`src/rtl/alu_pkg.sv`:
```
// Shared definitions for the 4-bit registered ALU and the driver that feeds it:
// opcode encodings, driver state encoding and the ALU data width.
package alu_pkg;

    localparam int unsigned ALU_W = 4;

    localparam logic [2:0] OP_ADD = 3'b000;
    localparam logic [2:0] OP_SUB = 3'b001;
    localparam logic [2:0] OP_NOT = 3'b010;
    localparam logic [2:0] OP_AND = 3'b011;
    localparam logic [2:0] OP_OR  = 3'b100;
    localparam logic [2:0] OP_XOR = 3'b101;
    localparam logic [2:0] OP_LT  = 3'b110;
    localparam logic [2:0] OP_EQ  = 3'b111;

    typedef enum logic [1:0] {
        IDLE = 2'd0,
        WAIT = 2'd1,
        RESP = 2'd2
    } drv_state_t;

endpackage

```
`src/rtl/alu_op_driver.sv`:
```
// Initiator for the registered ALU: takes one op over a valid/ready request,
// holds operands while the ALU settles, and returns the captured result.
module alu_op_driver
    import alu_pkg::*;
#(
    parameter int unsigned LAT   = 1,
    parameter int unsigned CNT_W = 16
) (
    input  logic             clk,
    input  logic             rst_n,
    input  logic             req_valid,
    output logic             req_ready,
    input  logic [2:0]       req_op,
    input  logic [ALU_W-1:0] req_a,
    input  logic [ALU_W-1:0] req_b,
    output logic [2:0]       alu_sel,
    output logic [ALU_W-1:0] alu_a,
    output logic [ALU_W-1:0] alu_b,
    input  logic [ALU_W-1:0] alu_y,
    input  logic             alu_zf,
    input  logic             alu_of,
    input  logic             alu_cf,
    output logic             rsp_valid,
    input  logic             rsp_ready,
    output logic [ALU_W-1:0] rsp_y,
    output logic             rsp_zf,
    output logic             rsp_of,
    output logic             rsp_cf,
    output logic             busy,
    output logic [CNT_W-1:0] op_count
);

    localparam int unsigned LAT_W = (LAT < 2) ? 1 : $clog2(LAT + 1);

    drv_state_t       state;
    drv_state_t       next_state;
    logic [LAT_W-1:0] wait_cnt;
    logic             accept;
    logic             capture;
    logic             rsp_done;

    function automatic logic [CNT_W-1:0] sat_inc(input logic [CNT_W-1:0] v);
        return (v == '1) ? v : v + CNT_W'(1);
    endfunction

    // A response handshake frees the driver in the same edge, so a waiting
    // request can be taken without an idle cycle in between.
    assign req_ready = rst_n && ((state == IDLE) || ((state == RESP) && rsp_ready));
    assign busy      = (state != IDLE);

    always_comb begin
        next_state = state;
        accept     = 1'b0;
        capture    = 1'b0;
        rsp_done   = 1'b0;
        case (state)
            IDLE: begin
                if (req_valid) begin
                    accept     = 1'b1;
                    next_state = WAIT;
                end
            end
            WAIT: begin
                if (wait_cnt == '0) begin
                    capture    = 1'b1;
                    next_state = RESP;
                end
            end
            RESP: begin
                if (rsp_ready) begin
                    rsp_done = 1'b1;
                    if (req_valid) begin
                        accept     = 1'b1;
                        next_state = WAIT;
                    end else begin
                        next_state = IDLE;
                    end
                end
            end
            default: next_state = IDLE;
        endcase
    end

    always_ff @(posedge clk or negedge rst_n) begin
        if (!rst_n) begin
            state <= IDLE;
        end else begin
            state <= next_state;
        end
    end

    always_ff @(posedge clk or negedge rst_n) begin
        if (!rst_n) begin
            alu_sel  <= '0;
            alu_a    <= '0;
            alu_b    <= '0;
            wait_cnt <= '0;
        end else if (accept) begin
            alu_sel  <= req_op;
            alu_a    <= req_a;
            alu_b    <= req_b;
            wait_cnt <= LAT_W'(LAT);
        end else if ((state == WAIT) && (wait_cnt != '0)) begin
            wait_cnt <= wait_cnt - LAT_W'(1);
        end
    end

    // Capture and handshake never coincide: capture only happens in WAIT.
    always_ff @(posedge clk or negedge rst_n) begin
        if (!rst_n) begin
            rsp_valid <= 1'b0;
            rsp_y     <= '0;
            rsp_zf    <= 1'b0;
            rsp_of    <= 1'b0;
            rsp_cf    <= 1'b0;
            op_count  <= '0;
        end else if (capture) begin
            rsp_valid <= 1'b1;
            rsp_y     <= alu_y;
            rsp_zf    <= alu_zf;
            rsp_of    <= alu_of;
            rsp_cf    <= alu_cf;
        end else if (rsp_done) begin
            rsp_valid <= 1'b0;
            op_count  <= sat_inc(op_count);
        end
    end

endmodule

```
`config.mk`:
```
export PLATFORM = sky130hd
export DESIGN_NAME = alu_op_driver
export DESIGN_NICKNAME = d
export VERILOG_FILES = /design/src/rtl/alu_pkg.sv /design/src/rtl/alu_op_driver.sv
export SDC_FILE = /design/constraint.sdc
export NUM_CORES = 1
export LEC_CHECK = 0
export CAP_MARGIN = 20
export CELL_PAD_IN_SITES_DETAIL_PLACEMENT = 1
export CELL_PAD_IN_SITES_GLOBAL_PLACEMENT = 1
export CORE_MARGIN = 2
export CORE_UTILIZATION = 31
export DETAILED_ROUTE_END_ITERATION = 8
export HOLD_SLACK_MARGIN = 0.02
export PLACE_DENSITY = 0.8
export SLEW_MARGIN = 20
export SYNTH_ARGS = -nofsm -noshare
export SYNTH_HDL_FRONTEND = slang
export SYNTH_SLANG_ARGS = --single-unit
```
`constraint.sdc`:
```
create_clock -name clk -period 1.6 [get_ports clk]
set_input_delay 0.24 -clock clk [delete_from_list [all_inputs] [get_ports clk]]
set_output_delay 0.24 -clock clk [all_outputs]
set_load 0.01 [all_outputs]
```
==> flow_summary_export.csv, run 1 <==
group,metric,value,unit
run_status,status,"completed",
finish,area_growth_syn_to_layout,71.4,%
placed_design,dp_slack,-0.331,ns
worst_setup_path,cp_data_required_time,1.36,ns
clocking,cts_made_buffers,5,
synthesis,syn_nets,149,
floorplan,core_area,5140,um^2
power_and_ir_drop,p_total,4.09,mW
sta,setup-violations-final,0,
floorplan,io_pins,59,
synthesis,synthesis.area,1660,um^2
power_and_ir_drop,p_int,2.86,mW
floorplan,die_y,77.1,um
clocking,h-tree-depth,2,
global_route,grt_first_pass_wirelength,7.29,mm
power_and_ir_drop,pwr-share-comb,43.1,%
worst_setup_path,arrival,1.34,ns
drt,drt_iter0_drc,28,
drt,final_antenna_net_count,0,
drt,first_pass_iters,4,
finish,drive_gt1_share,39.7,%
synthesis,synth_area_per_cell,13.1,um^2
sta,setup_ws,0.0202,ns
drt,wirelength,4.72,mm
placed_design,hpwl,3.25,mm
synthesis,ys_types,36,
drt,drc,0,
drt,avgViaCountPerCell,4.73,
power_and_ir_drop,pwr-share-seq,37.0,%
placed_design,dpl.cell_count,282,
sta,worst_pin_slew,0.481,ns
global_route,track_usage,15.5,%
sta,final.setup.tns,0,ns
drt,wl_per_cell,15.6,um
global_route,antenna_found_initial,1,
synthesis,yosys_warnings,0,
synthesis,syn-instance-count,126,
worst_setup_path,r2r_cells,5,
synthesis,yosys-top-cells-area,"dfrtp_1 (57%), mux2_2 (12%), xor2_1 (4.8%)",
sta,hold_viol,0,
finish,regArea,953,um^2
clocking,root_buffer,"clkbuf_8",
hold_path,hold_class,"in2async",
finish,utilization,55.2,%
floorplan,rows,26,
clocking,clkSlewWorstSetupHoldPaths,0.08,ns
sta,min_period,1.58,ns
finish,design_area,2840,um^2
sta,relSlewSlack,67.9,%
power_and_ir_drop,power_per_cell_area,1440,nW/um^2
finish,multiInputGateArea,785,um^2
floorplan,dieWidth,77.1,um
global_route,grt_max_degree,39,
power_and_ir_drop,p_leak,1.40,nW
global_route,grt_pass1_vias,1480,
worst_setup_path,path_max_fanout,6,
clocking,clock-sinks,38,
worst_setup_path,crit_path_end_kind,"output pin",
worst_setup_path,critPathLaunchType,"register",
synthesis,ys_ff_latch,38,
global_route,overflow,0,
flow_run,drv_cap,0,
sta,max_freq,633,MHz
clocking,cts_tree,"done",
synthesis,seq_area_frac_synth,57.4,%
finish,antenna_cells,0,
clocking,cts_hold_buf,0,
drt,num_vias,1427,
finish,fillers,563,
power_and_ir_drop,switchingPower,1.23,mW
sta,fin_skew,0.00628,ns
clocking,clk_latency,0.29,ns
finish,stdcell_count,302,
sta,worst_hold_slack,0.0303,ns
clocking,cts_buffer_depth,2,
power_and_ir_drop,clkPwrFrac,19.9,%
worst_setup_path,path_class,"reg2out",
floorplan,die_area,5940,um^2
synthesis,synth_top_area_share,57.4,%
finish,final_nets,254,
placed_design,dpl_cell_area,2550,um^2
floorplan,start_util,32.2,%
power_and_ir_drop,peakVddDrop,0.000649,V
placed_design,gp_congestion,0.770,
placed_design,io_buffers,58,
power_and_ir_drop,p_sw_share,30.1,%
sta,grt_setup_unrepaired,"true",
sta,post-route-period-util,98.7,%
sta,final-max-slew-violation-count,0,
synthesis,synth_top_area_cell,"dfrtp_1",
==> flip-flops by register name, summed over array words and instances, names as in the netlist <==
name,count
rsp_zf,1
alu_b,4
op_count,16
rsp_y,4
wait_cnt,1
rsp_of,1
alu_sel,3
rsp_valid,1
alu_a,4
rsp_cf,1
state,2
==> power groups by stage <==
stage	clock, mW	combinational, mW	sequential [mW]
6_report	0.815	1.76	1.51
5_1_grt	0.872	1.89	1.57
4_1_cts	0.834	1.75	1.50
3_5_place_dp	0	1.71	1.53
3_3_place_gp	0	1.67	1.50
2_1_floorplan	0	0.572	1.66
==> worst paths after layout <==
path / from / endpoint / slack [ns]
max: op_count[10] / op_count[10] / 0.02
min: rst_n / op_count[15] / 0.03
max reg2reg: op_count[0] / op_count[15] / 0.05
min reg2reg: alu_a[2] / alu_a[2] / 0.51
max in group asynchronous: rst_n / op_count[2] / 1.21
min in group clk: rsp_ready / state[1] / 0.49
==> area by class of cell <==
class,instances,area share [%]
sequential,38,33.6
tap,70,3.09
clock buffer,5,2.42
multi-input combinational,84,27.6
timing repair buffer,99,31.5
clock inverter,3,1.41
inverter,3,0.397
==> logic make-up (layout without fill, tap and decap cells) <==
family	after synthesis	after routing	synth area share [%]
AOI/OAI and AO/OA	12	12	4.38
xor gates and xnor gates	12	12	6.34
adders and majority gates	1	1	0.755
buffers and inverters	4	110	0.982
DFF	38	38	57.4
muxes	20	20	13.8
and+or+nand+nor	39	39	16.3
==> synth_stat cells (all sizes together) <==
master / number
o211ai: 1
o21bai: 1
xor2: 9
nand3: 5
nand4: 5
nor3: 5
o21a: 1
nor4: 5
inv: 3
xnor2: 3
dfrtp: 38
nand2: 4
a21oi: 2
nor2: 3
nand2b: 1
nand3b: 1
and3: 1
nor3b: 1
a21o: 2
buf: 1
nor4b: 1
and2: 2
or3: 1
nand4b: 2
mux2: 20
o21ai: 5
or2: 2
ha: 1
==> critical path, stage by stage, from the launching register on <==
cell and delay, ns:
dfrtp_1 0.36, buf_4 0.15, clkdlybuf4s50_1 0.54
==> cell usage in the layout, fill, tap and decap left out, types with 4 or more instances in the layout <==
master / netlist / layout
dlymetal6s2s_1: 0 / 7
o21ai_0: 5 / 5
mux2_2: 18 / 18
dfrtp_1: 38 / 36
clkbuf_8: 0 / 5
xor2_1: 9 / 9
nor3_2: 0 / 4
nand3_1: 5 / 4
buf_4: 0 / 40
nand2_1: 4 / 4
clkdlybuf4s50_1: 0 / 47
==> timing repair <==
action / in CTS / in global routing
setup buffers: 6 / 6
pin swaps: 2 / 7
setup endpoints to repair: 7 / 35
resized for setup: 7 / 24
==> metal layers <==
layer  vias to the layer above  GRT usage, %  wire (um)
li1                        666             -          -
met1                       703          19.7       2060
met2                        46          25.3       2290
met3                        10          5.41        297
met4                         2          3.75         52
met5                         -             0         13
(Power assumes the default switching activity.)
==> run 2, diff against run 1 <==
Settings changed: REMOVE_ABC_BUFFERS set to 1.
==> run 2 against run 1 <==
Effect of this change:
- the flow now finishes with violations (setup timing)
- fmax decreased by 1.5%
- design area decreased by 1.4%
- sequential share of layout area is 0.47 points higher
- first-iteration DRC count increased by 54%
- clock skew is 0.0042 ns higher
- final cell count decreased by 1.3%
- setup slack got worse by 0.024 ns
- sequential power about the same
- register-to-register slack worse by 0.05 ns
- clock power down 22%
- highest routed layer unchanged
==> flow_summary_export.csv, run 2 (synthesized netlist as in run 1, its figures left out) <==
group,metric,value,unit
placed_design,gp_congestion,0.806,
drt,drt_iter0_drc,43,
finish,design_area,2800,um^2
finish,multiInputGateArea,793,um^2
finish,largest_reg_flops,16,
drt,first_pass_iters,4,
drt,wirelength,4.82,mm
power_and_ir_drop,switchingPower,1.23,mW
global_route,track_usage,15.7,%
flow_run,drv_cap,0,
placed_design,hpwl,3.21,mm
finish,antenna_cells,0,
floorplan,die_area,5940,um^2
floorplan,core_area,5140,um^2
finish,final_cell_mix,"clkdlybuf4s50_1 (44), dfrtp_1 (36), buf_4 (35), mux2_2 (18), xor2_1 (9)",
worst_setup_path,cp_data_required_time,1.81,ns
drt,avgViaCountPerCell,4.77,
power_and_ir_drop,clkPwrFrac,16.0,%
floorplan,io_pins,59,
sta,setup_ws,-0.00378,ns
worst_setup_path,crit_path_end_kind,"register",
floorplan,rows,26,
floorplan,start_util,32.2,%
global_route,antenna_found_initial,1,
finish,regMostFlops,"op_count",
clocking,clkSlewWorstSetupHoldPaths,0.08,ns
sta,fin_skew,0.0105,ns
run_status,failed_checks,"setup timing",
clocking,cts_made_buffers,5,
drt,drc,0,
power_and_ir_drop,peakVddDrop,0.000543,V
worst_setup_path,r2r_cells,7,
clocking,cts_buffer_depth,2,
sta,relSlewSlack,67.5,%
floorplan,die_y,77.1,um
global_route,grt_pass1_vias,1486,
clocking,clk_latency,0.29,ns
sta,final-max-slew-violation-count,0,
floorplan,dieWidth,77.1,um
drt,num_vias,1420,
clocking,h-tree-depth,2,
worst_setup_path,arrival,1.81,ns
sta,max_freq,624,MHz
finish,layout_commonest_cell,"clkdlybuf4s50_1",
drt,final_antenna_net_count,0,
global_route,overflow,0,
finish,fillers,578,
power_and_ir_drop,power_per_cell_area,1410,nW/um^2
power_and_ir_drop,p_leak,1.39,nW
worst_setup_path,path_class,"reg2reg",
finish,drive_gt1_share,36.4,%
finish,final_nets,251,
power_and_ir_drop,pwr-share-seq,37.8,%
finish,regArea,953,um^2
sta,setup-violations-final,1,
global_route,grt_first_pass_wirelength,7.40,mm
sta,worst_pin_slew,0.487,ns
power_and_ir_drop,p_int,2.72,mW
global_route,grt_max_degree,39,
finish,area_growth_syn_to_layout,69.0,%
power_and_ir_drop,pwr-share-comb,46.2,%
placed_design,dp_slack,-0.277,ns
clocking,clock-sinks,38,
worst_setup_path,path_max_fanout,5,
clocking,cts_tree,"done",
sta,min_period,1.60,ns
sta,post-route-period-util,100,%
sta,grt_setup_unrepaired,"true",
placed_design,io_buffers,58,
worst_setup_path,critPathLaunchType,"register",
clocking,root_buffer,"clkbuf_8",
placed_design,dpl_cell_area,2550,um^2
drt,wl_per_cell,16.2,um
sta,hold_viol,0,
power_and_ir_drop,p_sw_share,31.2,%
run_status,status,"complete, but fails checks",
hold_path,hold_class,"in2async",
[run 2: final cells by class]
type	count	share of cell area [%]
flip-flops and latches	38	34.0
repair buffers	96	31.4
multi-input cells	84	28.3
well taps	70	3.13
clock buffers	7	2.73
inverters	3	0.402
[run 2: final timing paths]
path | from | endpoint | slack (ns)
max in group asynchronous | rst_n | op_count[7] | 1.22
min in group clk | op_count[15] | op_count[15] | 0.50
setup / recovery | op_count[1] | op_count[13] | -0.004
hold / removal | rst_n | op_count[9] | 0.01
setup reg to reg | op_count[1] | op_count[13] | -0.004
hold reg to reg | op_count[15] | op_count[15] | 0.50
[run 2: repair_timing]
| action | 4_1_cts | 5_1_grt |
|---|---|---|
| pin swaps | 1 | 5 |
| hold buffers | 0 | 0 |
| resized for setup | 10 | 26 |
| setup buffers | 3 | 4 |
| setup endpoints to repair | 19 | 22 |
[run 2: metrics by stage]
| stage | util [%] | std cells | hold slack, ns | power [mW] | TNS (ns) |
|---|---|---|---|---|---|
| global route | 54.5 | 298 | 0.0464 | 4.21 | -0.190 |
| finish | 54.5 | 298 | 0.0132 | 3.95 | -0.00378 |
| global placement | 49.6 | 284 | 0.342 | 3.14 | -3.65 |
| floorplan | - | 125 | -0.0556 | 2.20 | -0.217 |
| detailed placement | 49.6 | 284 | 0.352 | 3.21 | -4.96 |
| CTS | 51.7 | 294 | 0.0346 | 3.89 | -0.0282 |
[run 2: power by group through the flow]
| stage | clock (mW) | sequential, mW | combinational (mW) |
|---|---|---|---|
| CTS | 0.661 | 1.48 | 1.75 |
| finish | 0.633 | 1.50 | 1.83 |
| global placement | 0 | 1.49 | 1.65 |
| global route | 0.694 | 1.55 | 1.97 |
| detailed placement | 0 | 1.51 | 1.70 |
| floorplan | 0 | 1.65 | 0.551 |
[run 2: layer usage]
metal | vias to the layer above | share of wire (%) | GRT usage, %
li1 | 659 | - | -
met5 | - | 0.27 | 0
met3 | 10 | 5.4 | 3.65
met4 | 2 | 1.6 | 4.82
met2 | 46 | 52 | 27.0
met1 | 703 | 40 | 19.5
[run 2: critical path, cell delays in order (launching register included)]
cell and delay [ns]:
dfrtp_1 0.43, ha_4 0.18, nand3_4 0.09, nor4_4 0.27
buf_6 0.17, buf_6 0.11, nand4b_1 0.12, xnor2_1 0.13
